--- src/rtl/countdown_timer.sv ---
// Countdown timer with a BCD SS.t display and a 0.1 s prescaler.
// Supports load/start/stop control, pause/resume, and an expiry level plus a one-cycle strobe.
module countdown_timer #(
  parameter logic [23:0] PRESCALE = 24'd10000000
) (
  input  logic       clk,
  input  logic       rst,
  input  logic       load,
  input  logic [3:0] preset_tens,
  input  logic [3:0] preset_ones,
  input  logic [3:0] preset_tenths,
  input  logic       start,
  input  logic       stop,
  output logic [3:0] digit_tens,
  output logic [3:0] digit_ones,
  output logic [3:0] digit_tenths,
  output logic       running,
  output logic       expired,
  output logic       expire_pulse
);

  typedef enum logic [1:0] {IDLE, RUN, PAUSE, EXPIRED} state_e;

  state_e      state_q, state_d;
  logic [23:0] presc_q, presc_d;
  logic [3:0]  tens_q, tens_d;
  logic [3:0]  ones_q, ones_d;
  logic [3:0]  tenths_q, tenths_d;
  logic        pulse_q, pulse_d;

  logic        tick;
  logic        is_zero;
  logic        last_step;
  logic [3:0]  dec_tens, dec_ones, dec_tenths;

  function automatic logic [3:0] clamp_bcd(input logic [3:0] d);
    return (d > 4'd9) ? 4'd9 : d;
  endfunction

  assign tick      = (state_q == RUN) && (presc_q == PRESCALE - 24'd1);
  assign is_zero   = (tens_q == 4'd0) && (ones_q == 4'd0) && (tenths_q == 4'd0);
  assign last_step = (tens_q == 4'd0) && (ones_q == 4'd0) && (tenths_q == 4'd1);

  // BCD borrow chain: tenths borrow from ones, ones borrow from tens.
  always_comb begin
    dec_tens   = tens_q;
    dec_ones   = ones_q;
    dec_tenths = tenths_q;
    if (tenths_q != 4'd0) begin
      dec_tenths = tenths_q - 4'd1;
    end else begin
      dec_tenths = 4'd9;
      if (ones_q != 4'd0) begin
        dec_ones = ones_q - 4'd1;
      end else begin
        dec_ones = 4'd9;
        dec_tens = tens_q - 4'd1;
      end
    end
  end

  always_comb begin
    state_d  = state_q;
    presc_d  = presc_q;
    tens_d   = tens_q;
    ones_d   = ones_q;
    tenths_d = tenths_q;
    pulse_d  = 1'b0;
    if (load) begin
      tens_d   = clamp_bcd(preset_tens);
      ones_d   = clamp_bcd(preset_ones);
      tenths_d = clamp_bcd(preset_tenths);
      presc_d  = 24'd0;
      state_d  = IDLE;
    end else begin
      case (state_q)
        IDLE: begin
          if (start && !stop && !is_zero) begin
            state_d = RUN;
            presc_d = 24'd0;
          end
        end
        // Resuming keeps the prescaler so the interrupted tick period completes.
        PAUSE: begin
          if (start && !stop && !is_zero) state_d = RUN;
        end
        RUN: begin
          if (tick) begin
            presc_d = 24'd0;
            if (!is_zero) begin
              tens_d   = dec_tens;
              ones_d   = dec_ones;
              tenths_d = dec_tenths;
            end
            if (last_step) begin
              state_d = EXPIRED;
              pulse_d = 1'b1;
            end else if (stop) begin
              state_d = PAUSE;
            end
          end else begin
            presc_d = presc_q + 24'd1;
            if (stop) state_d = PAUSE;
          end
        end
        EXPIRED: begin
          state_d = EXPIRED;
        end
        default: begin
          state_d = IDLE;
        end
      endcase
    end
  end

  always_ff @(posedge clk or negedge rst) begin
    if (!rst) begin
      state_q  <= IDLE;
      presc_q  <= 24'd0;
      tens_q   <= 4'd0;
      ones_q   <= 4'd0;
      tenths_q <= 4'd0;
      pulse_q  <= 1'b0;
    end else begin
      state_q  <= state_d;
      presc_q  <= presc_d;
      tens_q   <= tens_d;
      ones_q   <= ones_d;
      tenths_q <= tenths_d;
      pulse_q  <= pulse_d;
    end
  end

  assign digit_tens   = tens_q;
  assign digit_ones   = ones_q;
  assign digit_tenths = tenths_q;
  assign running      = (state_q == RUN);
  assign expired      = (state_q == EXPIRED);
  assign expire_pulse = pulse_q;

endmodule
--- config.mk ---
export PLATFORM = sky130hd
export DESIGN_NAME = countdown_timer
export DESIGN_NICKNAME = d
export VERILOG_FILES = /design/src/rtl/countdown_timer.sv
export SDC_FILE = /design/constraint.sdc
export NUM_CORES = 1
export LEC_CHECK = 0
export ABC_AREA = 1
export CORE_ASPECT_RATIO = 2
export CORE_MARGIN = 4
export CORE_UTILIZATION = 57
export CTS_BUF_LIST = sky130_fd_sc_hd__clkbuf_8 sky130_fd_sc_hd__clkbuf_16
export CTS_CLUSTER_SIZE = 28
export DETAILED_ROUTE_END_ITERATION = 6
export PLACE_DENSITY = 0.87
export SYNTH_ARGS = -nofsm -noshare
export SYNTH_HDL_FRONTEND = slang
export SYNTH_SLANG_ARGS = --single-unit
--- constraint.sdc ---
create_clock -name clk -period 2 [get_ports clk]
set_clock_uncertainty 0.05 [all_clocks]
set_input_delay 0.3 -clock clk [delete_from_list [all_inputs] [get_ports clk]]
set_output_delay 0.3 -clock clk [all_outputs]
set_load 0.005 [all_outputs]
==> out/results.tsv, run 1 <==
stage	metric	value	unit
synthesis	ys_seq_elements	39	
route	wl	7910	um
synthesis	syn_area	2780	um2
synthesis	synthesis.nets	447	
final_layout	nNetsFinal	492	
route	drt-initial-drc-count	153	
pwr	peakVddDrop	0.706	mV
placed_design	numPortBuffers	31	
global_routing	grt_max_degree	40	
placed_design	hpwl	5850	um
clock_tree	cts.clk_slew.worst_paths	0.08	ns
final_layout	fillers	399	
clock_tree	htree_num_levels	2	
floorplan	die_area	6130	um2
timing	fin_crit_sh	93.7	%
clock_tree	numClockSinks	39	
final_layout	layout-drive-gt1-share	9.94	%
clock_tree	cts_tree	yes	
placed_design	gp_congestion	0.988	
min_path	min_path_type	in2async	
route	firstDrtPassIters	4	
global_routing	grt_pass1_wl	13300	um
global_routing	grt_overflow	0	
critical_path	cp-start-kind	flip-flop	
timing	hold_viol_final	11	
timing	whs	-0.0142	ns
floorplan	die_w	57.4	um
timing	tightest_slew	0.495	ns
critical_path	worstPathArrival	1.52	ns
clock_tree	clk_latency	0.30	ns
floorplan	pin_count	32	
global_routing	grt_util_met3	3.73	%
critical_path	end_kind	output port	
critical_path	cp_slowest_stage_delay	0.54	ns
job	maxCapViolCount	0	
synthesis	yosys_warnings	0	
critical_path	r2r-start	presc_q[0]	
global_routing	met2_usage	50.6	%
global_routing	grt_antenna_before_repair	0	
critical_path	crit_path_cell_trace	inv_2 -> nor2_4 -> clkdlybuf4s50_1	
route	route.detailed.drc	0	
clock_tree	clockRootBuffer	clkbuf_8	
critical_path	worstPathRequired	1.65	ns
global_routing	grt_pass1_vias	2956	
outcome	violations	hold timing	
floorplan	fp.dieH	107	um
timing	rsz0062_at_grt	no	
synthesis	synth_seq_area_share	35.1	%
outcome	status	complete, but fails checks	
timing	slew_violations	0	
route	dr_total_vias	2977	
route	ant_nets	0	
global_routing	grt_use_total	27.6	%
global_routing	busiest_layer	met2	
global_routing	gr-usage-met1	27.8	%
synthesis	avgSynthCellArea	6.50	um2
clock_tree	cts-buffers-inserted	5	
final_layout	syn2layout_area_growth	19.5	%
floorplan	core_area	4690	um2
timing	tns	0	ns
critical_path	worstSetupPathType	reg2out	
critical_path	cp_slowest_cell	clkdlybuf4s50_1	
clock_tree	clockBufferDepth	2	
critical_path	crit_start	state_q[0]	
timing	slew_headroom	67.0	%
route	drt-wirelength-per-cell	15.0	um
route	route.detailed.vias_per_inst	5.64	
pwr	leakage	0.00160	uW
synthesis	synth_cells	428	
critical_path	reg2reg_depth	10	
synthesis	synth.distinct_cells	32	
timing	fin_crit	1.87	ns
timing	fmax	534	MHz
floorplan	std_cell_rows	35	
final_layout	antennaDiodeCount	0	
floorplan	initial_core_util	59.4	%
pwr	powerDensity	678	nW/um2
critical_path	crit_fanout	7	
clock_tree	holdBufCountCts	0	
timing	finalSetupViolations	0	
-- synthesized netlist by cell type --
cell type	count	area share (%)
buf_4	1	0.27
nand4_1	21	4.7
clkbuf_1	3	0.40
o211ai_1	2	0.54
xnor2_1	1	0.31
a21o_1	1	0.27
a31o_2	1	0.31
o22ai_1	1	0.22
nor3_2	1	0.36
or2_2	3	0.67
dfrtp_1	39	35
a21oi_1	5	0.90
buf_8	1	0.54
nor2_1	58	7.8
nand2_2	1	0.22
nand2_1	156	21
nor3_1	4	0.72
o21a_1	1	0.27
ha_1	2	0.90
nand3_2	4	1.4
buf_2	4	0.72
clkinv_2	1	0.18
xor2_1	9	2.8
nor2_4	2	0.81
a22o_1	1	0.31
inv_2	2	0.27
nand3_1	42	7.6
nand2_4	2	0.81
buf_6	2	0.81
o21ai_0	17	3.1
nor2_2	3	0.67
inv_1	37	5.0
-- routing by layer --
metal	routed length, um	part of all wire [%]
met1	2820	36
met2	4270	54
met3	305	3.9
met4	513	6.5
met5	0	0
-- flip-flops by register name, indices dropped and copies added, names as in the netlist --
signal / count
expire_pulse: 1
presc_q: 24
digit_ones: 4
state_q: 2
digit_tenths: 4
digit_tens: 4
-- through the flow --
stage | worst slack, ns | cells | instance area (um2) | util, % | total power, uW
2_1_floorplan | 0.375 | 428 | 2780 | - | 1330
3_3_place_gp | 0.153 | 513 | 3170 | 67.6 | 1660
3_5_place_dp | 0.0995 | 513 | 3170 | 67.6 | 1670
4_1_cts | 0.0558 | 520 | 3260 | 69.5 | 2220
5_1_grt | 0.0239 | 528 | 3330 | 71.0 | 2390
6_report | 0.126 | 528 | 3330 | 71.0 | 2260
-- what timing repair did --
item / 4_1_cts / 5_1_grt
gates resized for setup: 0 / 3
setup buffers: 0 / 8
setup endpoints to repair: 0 / 15
-- path summary, 6_finish.rpt --
kind | to | slack [ns]
min reg2reg | digit_tens[2] | 0.46
max | running | 0.13
min in group clk | digit_tens[2] | 0.46
max reg2reg | digit_tens[1] | 0.19
max in group asynchronous | presc_q[15] | 1.55
min | presc_q[17] | -0.01
-- kinds of logic after synthesis --
kind of cell	synth area share (%)
simple gates	46.8
buf+inv	8.18
flops	35.1
compound gates	5.89
xor+xnor	3.15
fa+ha+maj	0.899
-- critical path: cells and delay by family (launching register included) --
| kind | cells | cell delay, ns |
|---|---|---|
| buffers and inverters | 2 | 0.60 |
| DFF | 1 | 0.42 |
| and+or+nand+nor | 1 | 0.21 |
-- power by group --
part / internal (uW) / switching (uW)
sequential: 871 / 105
clock: 271 / 294
combinational: 338 / 377
-- layout make-up --
class                           count  area [um2]  share of cell area (%)
Clock inverter                      1        5.00                   0.150
Tap cell                           55        68.8                    2.07
Timing Repair Buffer               49         453                    13.6
Clock buffer                        6        82.6                    2.48
Multi-Input combinational cell    338        1590                    47.7
Inverter                           40         153                    4.59
Sequential cell                    39         977                    29.4
-- placed cells by master, fill, tap and decap left out, drive strengths merged --
master / instances
nand2: 159
nand4: 21
o21ai: 17
clkbuf: 6
inv: 40
xnor2: 1
clkdlybuf4s50: 30
o21a: 1
or2: 3
a22o: 1
clkinv: 1
nor3: 5
nand3: 46
ha: 2
xor2: 9
o22ai: 1
dfrtp: 39
a31o: 1
a21o: 1
nor2: 63
buf: 19
o211ai: 2
a21oi: 5
Power figures use the tool's default switching activity.
==> run 2, diff against run 1 <==
==> constraint.sdc (replaced) <==
create_clock -name clk -period 2 [get_ports clk]
set_clock_uncertainty 0.05 [all_clocks]
set_input_delay 0.2 -clock clk [delete_from_list [all_inputs] [get_ports clk]]
set_output_delay 0.2 -clock clk [all_outputs]
set_load 0.005 [all_outputs]
==> run 2 against run 1 <==
  * The flow still finishes with violations (hold timing)
  * Wire length up 4.8%
  * Register-to-register slack about the same
  * Combinational power down 2%
  * Sequential share of layout area up 0.57 points
  * Clock power up 6.2%
  * First-iteration DRC count up 23%
  * Final cell count down 1.5%
  * Core utilization down 1.4 points
  * Critical path depth down 1
  * Sequential power about the same
  * Largest cell class unchanged
  * Largest power group unchanged
==> out/results.tsv, run 2 (synthesis results as in run 1) <==
stage	metric	value	unit	change
outcome	status	complete, but fails checks		unchanged
outcome	violations	hold timing		unchanged
critical_path	cp-start-kind	flip-flop		unchanged
placed_design	gp_congestion	1.04		was 0.988
route	firstDrtPassIters	5		was 4
clock_tree	cts.clk_slew.worst_paths	0.08	ns	about the same
clock_tree	cts_tree	yes		unchanged
pwr	power.switching	774	uW	was 776 uW
clock_tree	clockBufferDepth	2		unchanged
floorplan	std_cell_rows	35		unchanged
pwr	leakage	0.00157	uW	was 0.00160 uW
route	wl	8290	um	was 7910 um
timing	fin_crit	1.87	ns	about the same
timing	worst_slack	0.127	ns	was 0.126 ns
global_routing	grt_max_degree	40		unchanged
floorplan	initial_core_util	59.4	%	unchanged
global_routing	met2_usage	54.1	%	was 50.6%
timing	fmax	534	MHz	about the same
pwr	peakVddDrop	0.684	mV	was 0.706 mV
clock_tree	numClockSinks	39		unchanged
timing	hold_viol_final	32		was 11
route	route.detailed.drc	0		unchanged
placed_design	numPortBuffers	31		unchanged
timing	slew_headroom	40.3	%	was 67.0%
timing	tns	0	ns	unchanged
pwr	p_sw_share	34.0	%	was 34.4%
job	maxCapViolCount	0		unchanged
floorplan	die_w	57.4	um	unchanged
final_layout	layout-drive-gt1-share	8.17	%	was 9.94%
global_routing	grt_use_total	29.0	%	was 27.6%
final_layout	antennaDiodeCount	0		unchanged
final_layout	utilization	69.6	%	was 71.0%
pwr	comb_power_share	30.7	%	was 31.7%
floorplan	core_area	4690	um2	unchanged
final_layout	multi_input_area	1580	um2	was 1590 um2
clock_tree	clk_latency	0.30	ns	about the same
critical_path	worstSetupPathType	reg2out		unchanged
critical_path	crit_fanout	9		was 7
pwr	internal_power	1500	uW	was 1480 uW
final_layout	nNetsFinal	483		was 492
route	dr_total_vias	3004		was 2977
placed_design	dpl_worst_slack	0.156	ns	was 0.0995 ns
global_routing	grt_pass1_wl	13800	um	was 13300 um
timing	whs	-0.0354	ns	was -0.0142 ns
timing	tightest_slew	0.896	ns	was 0.495 ns
final_layout	fin_cells	520		was 528
route	drt-wirelength-per-cell	15.9	um	was 15.0 um
final_layout	seq_area	977	um2	unchanged
critical_path	worstPathArrival	1.62	ns	was 1.52 ns
global_routing	grt_overflow	0		unchanged
final_layout	final_common_cell	nand2_1		unchanged
pwr	powerDensity	698	nW/um2	was 678 nW/um2
floorplan	pin_count	32		unchanged
clock_tree	clockRootBuffer	clkbuf_8		unchanged
timing	rsz0062_at_grt	no		unchanged
clock_tree	post_cts_buffers	0		unchanged
final_layout	syn2layout_area_growth	17.2	%	was 19.5%
placed_design	dp.cells	512		was 513
clock_tree	cts-buffers-inserted	5		unchanged
floorplan	die_area	6130	um2	unchanged
critical_path	end_kind	output port		unchanged
global_routing	grt_util_met3	4.22	%	was 3.73%
placed_design	hpwl	6180	um	was 5850 um
floorplan	fp.dieH	107	um	unchanged
pwr	power_frac_clock	26.4	%	was 25.1%
clock_tree	htree_num_levels	2		unchanged
critical_path	rrSetupSlack	0.19	ns	about the same
pwr	seqPwrFrac	42.9	%	was 43.2%
route	drt-initial-drc-count	188		was 153
final_layout	final_cell_mix	156 x nand2_1, 58 x nor2_1, 42 x nand3_1, 38 x inv_1, 38 x dfrtp_1		was 156 x nand2_1, 58 x nor2_1, 42 x nand3_1, 38 x dfrtp_1, 37 x inv_1
final_layout	largest-register	presc_q		unchanged
route	route.detailed.vias_per_inst	5.78		was 5.64
timing	slew_violations	0		unchanged
global_routing	gr-usage-met1	28.6	%	was 27.8%
final_layout	fillers	387		was 399
critical_path	worstPathRequired	1.75	ns	was 1.65 ns
global_routing	grt_antenna_before_repair	0		unchanged
route	ant_nets	0		unchanged
timing	fin_crit_sh	93.6	%	was 93.7%
final_layout	largest_reg_flops	24		unchanged
min_path	min_path_type	in2async		unchanged
global_routing	busiest_layer	met2		unchanged
timing	finalSetupViolations	0		unchanged
global_routing	grt_pass1_vias	3012		was 2956
==> run 2: cell types whose count changed in the layout (fill, tap and decap cells not counted) <==
cell      previous run  this run
buf_4               17         8
clkbuf_8             6         7
inv_1               37        38
inv_4                1         0
nand3_2              3         4
nand3_4              1         0
==> run 2: power by group through the flow <==
| stage | clock network [uW] | registers [uW] | logic, uW |
|---|---|---|---|
| final | 601 | 976 | 700 |
| after global routing | 644 | 994 | 783 |
| after CTS | 606 | 973 | 700 |
| after detailed placement | 0 | 986 | 691 |
| after global placement | 0 | 984 | 674 |
| after floorplan | 0 | 972 | 362 |
==> run 2: critical path: stages (launching register included) <==
cell             delay (ns)
dfrtp_1                0.45
nor2_4                 0.31
clkdlybuf4s50_1        0.56
==> run 2: metrics by stage <==
step	power [uW]	area, um2
after floorplan	1330	2780
after global placement	1660	3160
after CTS	2280	3260
after global routing	2420	3260
final	2280	3260
after detailed placement	1680	3160
==> run 2: timing repair <==
item,in CTS,in global routing
setup endpoints to repair,0,8
gates resized for setup,0,1
hold buffers,0,0
endpoints found under the hold margin,0,0
==> run 2: layer usage <==
layer  wire (um)  part of all wire [%]  vias up
li1            -                     -     1448
met1        2990                    36     1384
met2        4490                    54      131
met3         347                   4.2       41
met4         468                   5.6        0
met5           0                     0        -
==> run 2: final timing paths <==
kind / from / depth (start not counted) / end
min in group clk: digit_tens[1] / 2 / digit_tens[1]
min reg2reg: digit_tens[1] / 2 / digit_tens[1]
max in group asynchronous: rst / 1 / presc_q[0]
max: state_q[1] / 2 / running
min: rst / 1 / presc_q[1]
max reg2reg: presc_q[0] / 10 / digit_tens[1]
==> run 2: cell type report <==
cell class / instances / area share (%)
Clock buffer: 7 / 2.95
Clock inverter: 1 / 0.115
Inverter: 40 / 4.64
Multi-Input combinational cell: 338 / 48.4
Sequential cell: 39 / 29.9
Tap cell: 55 / 2.11
Timing Repair Buffer: 40 / 11.8
==> run 3, diff against run 2 <==
--- a/config.mk
+++ b/config.mk
@@ -6,8 +6,8 @@
 export NUM_CORES = 1
 export LEC_CHECK = 0
 export ABC_AREA = 1
-export CORE_ASPECT_RATIO = 2
-export CORE_MARGIN = 4
+export CORE_ASPECT_RATIO = 0.7
+export CORE_MARGIN = 10
 export CORE_UTILIZATION = 57
 export CTS_BUF_LIST = sky130_fd_sc_hd__clkbuf_8 sky130_fd_sc_hd__clkbuf_16
 export CTS_CLUSTER_SIZE = 28
==> run 3 against run 2 <==
  * The run now ends clean
  * Combinational power is 4.1% lower
  * Power decreased by 4.2%
  * Critical path depth grew 8
==> out/results.tsv, run 3 (synthesis results as in run 1) <==
stage	metric	value	unit	change
critical_path	crit_fanout	9		unchanged
timing	fmax	564	MHz	was 534 MHz
global_routing	grt_max_degree	40		unchanged
final_layout	largest_reg_flops	24		unchanged
final_layout	utilization	69.0	%	was 69.6%
final_layout	final_cell_mix	156 x nand2_1, 58 x nor2_1, 42 x nand3_1, 39 x dfrtp_1, 37 x inv_1		was 156 x nand2_1, 58 x nor2_1, 42 x nand3_1, 38 x inv_1, 38 x dfrtp_1
final_layout	largest-register	presc_q		unchanged
clock_tree	clockBufferDepth	2		unchanged
pwr	seqPwrFrac	44.4	%	was 42.9%
floorplan	pin_count	32		unchanged
final_layout	syn2layout_area_growth	17.9	%	was 17.2%
timing	tns	0	ns	unchanged
timing	rsz0062_at_grt	no		unchanged
floorplan	fp.dieH	78.5	um	was 107 um
clock_tree	cts_tree	yes		unchanged
global_routing	grt_overflow	0		unchanged
pwr	leakage	0.00156	uW	was 0.00157 uW
timing	slew_violations	0		unchanged
pwr	powerDensity	665	nW/um2	was 698 nW/um2
timing	fin_crit	1.77	ns	was 1.87 ns
timing	hold_viol_final	0		was 32
pwr	p_sw_share	34.6	%	was 34.0%
critical_path	cp_slowest_cell	dfrtp_1		was clkdlybuf4s50_1
floorplan	std_cell_rows	21		was 35
clock_tree	cts.clk_slew.worst_paths	0.08	ns	about the same
route	route.detailed.drc	0		unchanged
route	drt-initial-drc-count	340		was 188
clock_tree	numClockSinks	39		unchanged
critical_path	cp_num_buf_inv	1		unchanged
critical_path	cp_slowest_stage_delay	0.39	ns	was 0.56 ns
final_layout	fillers	432		was 387
critical_path	worstPathRequired	2.14	ns	was 1.75 ns
critical_path	cp-start-kind	flip-flop		unchanged
route	ant_nets	0		unchanged
outcome	status	finished clean		was complete, but fails checks
placed_design	numPortBuffers	31		unchanged
global_routing	grt_pass1_vias	2732		was 3012
critical_path	worstSetupPathType	reg2reg		was reg2out
critical_path	crit_family	simple AND/OR/NAND/NOR gates		was buffers and inverters
critical_path	worstPathArrival	1.91	ns	was 1.62 ns
pwr	internal_power	1430	uW	was 1500 uW
floorplan	die_w	104	um	was 57.4 um
route	route.detailed.vias_per_inst	5.53		was 5.78
final_layout	antennaDiodeCount	0		unchanged
job	maxCapViolCount	0		unchanged
timing	finalSetupViolations	0		unchanged
final_layout	multi_input_area	1580	um2	unchanged
placed_design	gp_congestion	1.01		was 1.04
clock_tree	clk_latency	0.30	ns	about the same
pwr	power_frac_clock	24.8	%	was 26.4%
pwr	comb_power_share	30.7	%	about the same
route	drt-wirelength-per-cell	14.4	um	was 15.9 um
route	dr_total_vias	2971		was 3004
global_routing	grt_pass1_wl	13700	um	was 13800 um
floorplan	die_area	8120	um2	was 6130 um2
clock_tree	htree_num_levels	2		unchanged
min_path	min_path_type	in2async		unchanged
route	wl	7710	um	was 8290 um
global_routing	grt_use_total	19.8	%	was 29.0%
clock_tree	clockRootBuffer	clkbuf_8		unchanged
timing	slew_headroom	66.3	%	was 40.3%
timing	fin_crit_sh	88.7	%	was 93.6%
clock_tree	cts-buffers-inserted	5		unchanged
final_layout	nNetsFinal	486		was 483
timing	tightest_slew	0.505	ns	was 0.896 ns
final_layout	seq_area	976	um2	was 977 um2
placed_design	hpwl	5860	um	was 6180 um
pwr	peakVddDrop	0.658	mV	was 0.684 mV
floorplan	initial_core_util	58.5	%	was 59.4%
final_layout	final_common_cell	nand2_1		unchanged
floorplan	core_area	4760	um2	was 4690 um2
final_layout	layout-drive-gt1-share	8.55	%	was 8.17%
critical_path	end_kind	flip-flop		was output port
critical_path	crit_path_cell_trace	ha_1 -> nand3_2 -> inv_4 -> nand3_2 -> nor2_2 -> nand3_2 -> nand2_4 -> nand2_1 -> nand2_1 -> nand2_1		was nor2_4 -> clkdlybuf4s50_1
global_routing	grt_antenna_before_repair	0		unchanged
route	firstDrtPassIters	5		unchanged
pwr	power.switching	755	uW	was 774 uW
==> run 3: cell types whose count changed in the layout (fill, tap and decap cells not counted), sizes merged <==
| cell | delta |
|---|---|
| dlygate4sd3 | +1 |
| clkbuf | -2 |
| buf | +2 |
| clkinvlp | +2 |
==> run 3: area by class of cell <==
cell class / instances / share of cell area [%]
repair buffers: 43 / 12.1
clock inverters: 3 / 0.610
clock buffers: 5 / 2.10
inverters: 40 / 4.65
flip-flops and latches: 39 / 29.7
well taps: 69 / 2.63
multi-input cells: 338 / 48.2
==> run 3: tightest hold or removal path, stage by stage <==
cell and delay (ns):
dlygate4sd3_1 0.54, buf_2 0.11, buf_4 0.41
==> run 3: routing by layer <==
metal / track usage, % / vias up / routed length (um)
li1: - / 1455 / -
met1: 29.2 / 1372 / 3770
met2: 28.9 / 133 / 3190
met3: 3.92 / 11 / 681
met4: 4.35 / 0 / 66
met5: 0 / - / 0
==> run 3: what timing repair did <==
item / CTS / global route
buffers inserted: 0 / 2
gates resized for setup: 0 / 1
endpoints found under the hold margin: 39 / 0
setup endpoints to repair: 0 / 8
hold buffers: 1 / 0
==> run 3: final timing paths <==
check	startpoint	to	slack, ns	cells past startpoint
setup / recovery	presc_q[1]	digit_tens[2]	0.23	10
hold / removal	rst	digit_tens[0]	0.47	3
setup reg to reg	presc_q[1]	digit_tens[2]	0.23	10
hold reg to reg	presc_q[1]	presc_q[1]	0.49	2
max in group asynchronous	rst	presc_q[8]	1.07	3
min in group clk	presc_q[1]	presc_q[1]	0.49	2
==> run 3: metrics by stage <==
stage / hold WS, ns / power, uW / setup WS (ns) / cell area (um2) / std cells
2_1_floorplan: -0.146 / 1330 / 0.375 / 2780 / 428
3_3_place_gp: 0.230 / 1630 / 0.247 / 3170 / 526
3_5_place_dp: 0.231 / 1650 / 0.218 / 3170 / 526
4_1_cts: 0.452 / 2180 / 0.202 / 3270 / 535
5_1_grt: 0.518 / 2320 / 0.0264 / 3280 / 537
6_report: 0.469 / 2180 / 0.226 / 3280 / 537
==> run 3: power by group through the flow <==
stage                     Clock [uW]  Sequential [uW]  Combinational (uW)
final                            541              970                 671
after global routing             573              984                 759
after CTS                        543              966                 669
after detailed placement           0              981                 666
after global placement             0              977                 648
after floorplan                    0              972                 362
